==> src/rtl/serial_sub_add.sv <==
// serial_sub_add: multi-cycle digit-serial adder/subtractor.
//   Computes A+B+B_CIN (SUB_ADD=0) or A-B-B_CIN (SUB_ADD=1) on WIDTH-bit
//   operands. Each RUN cycle handles one DIGIT-bit slice, LSB slice first,
//   so the result takes N = WIDTH/DIGIT cycles after the accepted start.
// Ports:
//   clk, rst         clock, synchronous active-high reset
//   start            request, only sampled in IDLE
//   SUB_ADD, A, B, B_CIN  operation and operands, latched at accepted start
//   busy             high while an operation is running
//   done             one-cycle pulse when D_S/B_COUT/OVF update
//   D_S, B_COUT, OVF result, raw carry/borrow out, signed overflow (held)
// Optional: define SERIAL_SUB_ADD_SAT_EN to saturate D_S on signed overflow.
module serial_sub_add #(
    parameter int WIDTH = 8,
    parameter int DIGIT = 4
) (
    input  logic             clk,
    input  logic             rst,
    input  logic             start,
    input  logic             SUB_ADD,
    input  logic [WIDTH-1:0] A,
    input  logic [WIDTH-1:0] B,
    input  logic             B_CIN,
    output logic             busy,
    output logic             done,
    output logic [WIDTH-1:0] D_S,
    output logic             B_COUT,
    output logic             OVF
);

    localparam int N  = WIDTH / DIGIT;
    localparam int CW = (N > 1) ? $clog2(N) : 1;

    typedef enum logic {IDLE, RUN} state_t;

    state_t           state_q, state_d;
    logic [WIDTH-1:0] a_q, a_d, b_q, b_d, res_q, res_d;
    logic             sub_q, sub_d, chain_q, chain_d;
    logic             a_msb_q, a_msb_d, b_msb_q, b_msb_d;
    logic [CW-1:0]    cnt_q, cnt_d;
    logic [WIDTH-1:0] d_s_q, d_s_d;
    logic             b_cout_q, b_cout_d, ovf_q, ovf_d, done_q, done_d;

    // One slice step; the extra top bit is the carry (add) or borrow (sub),
    // since a negative difference wraps to have bit DIGIT set.
    logic [DIGIT:0]   slice_w;
    logic [WIDTH-1:0] res_next;
    logic             res_msb, ovf_w;

    always_comb begin
        slice_w = '0;
        if (sub_q)
            slice_w = {1'b0, a_q[DIGIT-1:0]} - {1'b0, b_q[DIGIT-1:0]}
                      - {{DIGIT{1'b0}}, chain_q};
        else
            slice_w = {1'b0, a_q[DIGIT-1:0]} + {1'b0, b_q[DIGIT-1:0]}
                      + {{DIGIT{1'b0}}, chain_q};
        // New slice enters at the top; after N steps slice 0 sits at bit 0.
        res_next = (res_q >> DIGIT) | (WIDTH'(slice_w[DIGIT-1:0]) << (WIDTH - DIGIT));
        res_msb  = res_next[WIDTH-1];
        // Operand MSBs are kept aside because the operand registers shift.
        if (sub_q)
            ovf_w = (a_msb_q != b_msb_q) && (res_msb != a_msb_q);
        else
            ovf_w = (a_msb_q == b_msb_q) && (res_msb != a_msb_q);
    end

    always_comb begin
        state_d  = state_q;
        a_d      = a_q;
        b_d      = b_q;
        res_d    = res_q;
        sub_d    = sub_q;
        chain_d  = chain_q;
        a_msb_d  = a_msb_q;
        b_msb_d  = b_msb_q;
        cnt_d    = cnt_q;
        d_s_d    = d_s_q;
        b_cout_d = b_cout_q;
        ovf_d    = ovf_q;
        done_d   = 1'b0;
        case (state_q)
            IDLE: begin
                if (start) begin
                    a_d     = A;
                    b_d     = B;
                    sub_d   = SUB_ADD;
                    chain_d = B_CIN;
                    a_msb_d = A[WIDTH-1];
                    b_msb_d = B[WIDTH-1];
                    res_d   = '0;
                    cnt_d   = '0;
                    state_d = RUN;
                end
            end
            RUN: begin
                a_d     = a_q >> DIGIT;
                b_d     = b_q >> DIGIT;
                chain_d = slice_w[DIGIT];
                res_d   = res_next;
                cnt_d   = cnt_q + CW'(1);
                if (cnt_q == CW'(N - 1)) begin
                    state_d  = IDLE;
                    done_d   = 1'b1;
                    b_cout_d = slice_w[DIGIT];
                    ovf_d    = ovf_w;
`ifdef SERIAL_SUB_ADD_SAT_EN
                    if (ovf_w)
                        d_s_d = a_msb_q ? {1'b1, {(WIDTH-1){1'b0}}}
                                        : {1'b0, {(WIDTH-1){1'b1}}};
                    else
                        d_s_d = res_next;
`else
                    d_s_d = res_next;
`endif
                end
            end
            default: state_d = IDLE;
        endcase
    end

    always_ff @(posedge clk) begin
        if (rst) begin
            state_q  <= IDLE;
            a_q      <= '0;
            b_q      <= '0;
            res_q    <= '0;
            sub_q    <= 1'b0;
            chain_q  <= 1'b0;
            a_msb_q  <= 1'b0;
            b_msb_q  <= 1'b0;
            cnt_q    <= '0;
            d_s_q    <= '0;
            b_cout_q <= 1'b0;
            ovf_q    <= 1'b0;
            done_q   <= 1'b0;
        end else begin
            state_q  <= state_d;
            a_q      <= a_d;
            b_q      <= b_d;
            res_q    <= res_d;
            sub_q    <= sub_d;
            chain_q  <= chain_d;
            a_msb_q  <= a_msb_d;
            b_msb_q  <= b_msb_d;
            cnt_q    <= cnt_d;
            d_s_q    <= d_s_d;
            b_cout_q <= b_cout_d;
            ovf_q    <= ovf_d;
            done_q   <= done_d;
        end
    end

    assign busy   = (state_q == RUN);
    assign done   = done_q;
    assign D_S    = d_s_q;
    assign B_COUT = b_cout_q;
    assign OVF    = ovf_q;

endmodule

==> config.mk <==
export PLATFORM = sky130hd
export DESIGN_NAME = serial_sub_add
export DESIGN_NICKNAME = d
export VERILOG_FILES = /design/src/rtl/serial_sub_add.sv
export SDC_FILE = /design/constraint.sdc
export NUM_CORES = 1
export LEC_CHECK = 0
export CORE_ASPECT_RATIO = 1.1
export CORE_MARGIN = 2
export CORE_UTILIZATION = 30
export DETAILED_ROUTE_END_ITERATION = 7
export PLACE_DENSITY = 0.47
export SKIP_CTS_REPAIR_TIMING = 1
export SLEW_MARGIN = 20
export SYNTH_ARGS = -nofsm -noshare
export SYNTH_HDL_FRONTEND = slang
export SYNTH_SLANG_ARGS = --single-unit
==> constraint.sdc <==
create_clock -name clk -period 2.2 [get_ports clk]
set_input_delay 0.44 -clock clk [delete_from_list [all_inputs] [get_ports clk]]
set_output_delay 0.44 -clock clk [all_outputs]
set_load 0.1 [all_outputs]
==> impl_metrics.yaml <==
run_status:
  status: "completed"
final_layout:
  fin_util_pct: 40.80
  area_growth_syn_to_layout_pct: 30.28
  fillerInstances: 638
  final_common_cell: "nor2_1"
  antenna_cells: 0
  nets: 281
  drive_gt1_share_pct: 14.92
  most-common-layout-cells: "38 x nor2_1, 36 x dfxtp_1, 27 x a21oi_1, 22 x nand2_1"
  instances_no_fill: 325
synthesis:
  ys_ff_latch: 37
  yosys_warnings: 0
  syn_area_mm2: 0.001818
  yosys-mux-area-fraction_pct: 10.46
  synth_top_family_by_area: "simple AND/OR/NAND/NOR gates"
  yosysSeqAreaShare_pct: 40.74
  synth_compound_area_share_pct: 13.70
  synth-xor-area-share_pct: 1.927
  synthSimpleGateAreaFrac_pct: 16.86
  synthCells: 212
  synth_area_leaders: "dfxtp_1 41%, mux2i_1 10%, nor2_1 7.8%"
  synth_nets: 246
  yosysUniqueCellTypes: 30
  syn_area_per_cell_um2: 8.575
  synth_top_area_share_pct: 40.74
  synthAdderAreaFrac_pct: 10.60
  synth_top_area_cell: "dfxtp_1"
route:
  drc: 0
  drt_iter0_markers: 60
  drtAntennaViolNets: 0
  wl_per_cell_um: 12.06
  vias_per_cell: 4.529
  vias: 1472
  first_pass_iters: 4
  wl_um: 3919
min_path:
  hold_class: "reg -> reg"
  hold_depth: 2
  min_to: "D_S[3]$_SDFFE_PP0P_"
  hold_start: "res_q[7]$_SDFFE_PP0P_"
timing:
  hold_slack_ns: 0.4514
  min_period_over_period_pct: 97.61
  tightest_slew_ns: 0.5259
  skew_ns: 0.005404
  slew_headroom_pct: 64.89
  period_minus_slack_ns: 2.147
  drv_slew: 0
  setup_tns_ns: 0
  timing.final.hold_violations: 0
  max_freq_mhz: 465.7
  setup_viol_count_final: 0
power:
  vdd_drop_max_mv: 0.3737
  p_leak_nw: 0.9961
  power_density_mw_per_mm2: 703.2
floorplanning:
  io-pin-count: 33
  rows: 29
  die-area_mm2: 0.006700
  start_util_pct: 31.31
  core_area_mm2: 0.005806
  die_h_um: 85.65
  fp.dieW_um: 78.23
critical_path:
  worstSetupPathType: "reg -> reg"
  start_kind: "flip-flop"
  end_kind: "flip-flop"
  r2r-start: "chain_q$_SDFFE_PP0P_"
  r2r-end: "B_COUT$_SDFFE_PP0P_"
  cp.arrival_ns: 2.37
  regToRegSetupSlack_ns: 0.05
  worst-path-max-fanout: 2
  r2r_cells: 9
  crit_required_ns: 2.42
cts:
  clock_latency_ns: 0.29
  numCtsBuffers: 5
  clk_pin_slew_ns: 0.08
  clockBufferDepth: 2
  cts_max_level: 2
  cts-root-buf: "clkbuf_8"
  cts.sinks: 37
  cts_tree: "built"
placement:
  placedCellCount: 315
  io_buffer_count: 32
  gp_congestion: 0.7808
  hpwl_um: 2984
global_routing:
  first_global_vias: 1390
  grt_pass1_wl_um: 6589
  grt-ovfl-total: 0
  antenna_found_initial: 0
  grt_max_degree: 21
  track_usage_pct: 12.56
run:
  max_cap_violations: 0
[cells in the mapped netlist, drive strengths merged]
master and number:
a21o 1, and2 1, fa 4, o21bai 1
xor2 2, buf 7, inv 13, nor2 38
a211o 1, mux2i 19, nand2 22, nor2b 2
a21oi 29, xnor2 2, o211ai 1, dfxtp 37
a211oi 3, nand4 1, or2 1, a2111o 1
nor3b 4, o21ai 3, clkbuf 6, o2111ai 1
nand3b 1, ha 9, nand2b 2
[through the flow]
step / worst slack (ns) / total power (W) / area [µm²]
floorplan: 0.1496 / 0.0009636 / 1818
global placement: 0.02442 / 0.001069 / 2215
detailed placement: -0.02114 / 0.001069 / 2215
CTS: -0.03985 / 0.001660 / 2326
global route: -0.02630 / 0.001769 / 2369
finish: 0.05266 / 0.001666 / 2369
[layer usage]
layer / GRT usage, % / vias to the layer above / wire (µm)
li1: - / 766 / -
met1: 15.93 / 666 / 1817
met5: 0 / - / 0
met2: 19.98 / 31 / 1829
met3: 3.263 / 9 / 180
met4: 5.901 / 0 / 91
[state kept, by name, indices dropped and copies added (netlist names)]
| register | flops |
|---|---|
| sub_q | 1 |
| b_q | 8 |
| a_q | 8 |
| res_q | 4 |
| OVF | 1 |
| busy | 1 |
| chain_q | 1 |
| done | 1 |
| b_msb_q | 1 |
| B_COUT | 1 |
| D_S | 8 |
| a_msb_q | 1 |
| cnt_q | 1 |
[worst max-delay path, stage by stage, from the launching register on]
cell,delay (ns)
dfxtp_1,0.36
inv_1,0.08
fa_2,0.37
fa_1,0.38
nand2b_1,0.17
a21oi_2,0.15
xor2_1,0.21
buf_4,0.15
o211ai_1,0.07
a21oi_1,0.13
[worst max path at each step]
stage | startpoint | to
after floorplan | b_q[0]$_SDFFE_PP0P_ | chain_q$_SDFFE_PP0P_
after global placement | b_q[0]$_SDFFE_PP0P_ | chain_q$_SDFFE_PP0P_
after detailed placement | a_q[0]$_SDFFE_PP0P_ | OVF$_SDFFE_PP0P_
after CTS | b_q[0]$_SDFFE_PP0P_ | chain_q$_SDFFE_PP0P_
after global routing | chain_q$_SDFFE_PP0P_ | B_COUT$_SDFFE_PP0P_
final | chain_q$_SDFFE_PP0P_ | B_COUT$_SDFFE_PP0P_
[power by group]
part           switching [W]  internal, W  leakage, nW
Clock               0.000248     0.000340       0.0554
Sequential         0.0000280     0.000703        0.302
Combinational       0.000189     0.000157        0.638
[cell families after synthesis]
| group | Yosys count |
|---|---|
| AND/OR/NAND/NOR | 72 |
| AO/OA/AOI/OAI | 41 |
| flip-flops | 37 |
| buffers and inverters | 26 |
| multiplexers | 19 |
| adder cells (fa/ha/maj) | 13 |
| XOR/XNOR | 4 |
[final cells by class]
class	instances	area [µm²]	area share [%]
Clock buffer	6	72.57	3.064
Timing Repair Buffer	41	370.4	15.64
Multi-Input combinational cell	149	999.7	42.21
Tap cell	77	96.34	4.068
Inverter	13	48.80	2.060
Sequential cell	37	742.0	31.33
Clock inverter	2	38.79	1.638
(Power assumes the default switching activity.)
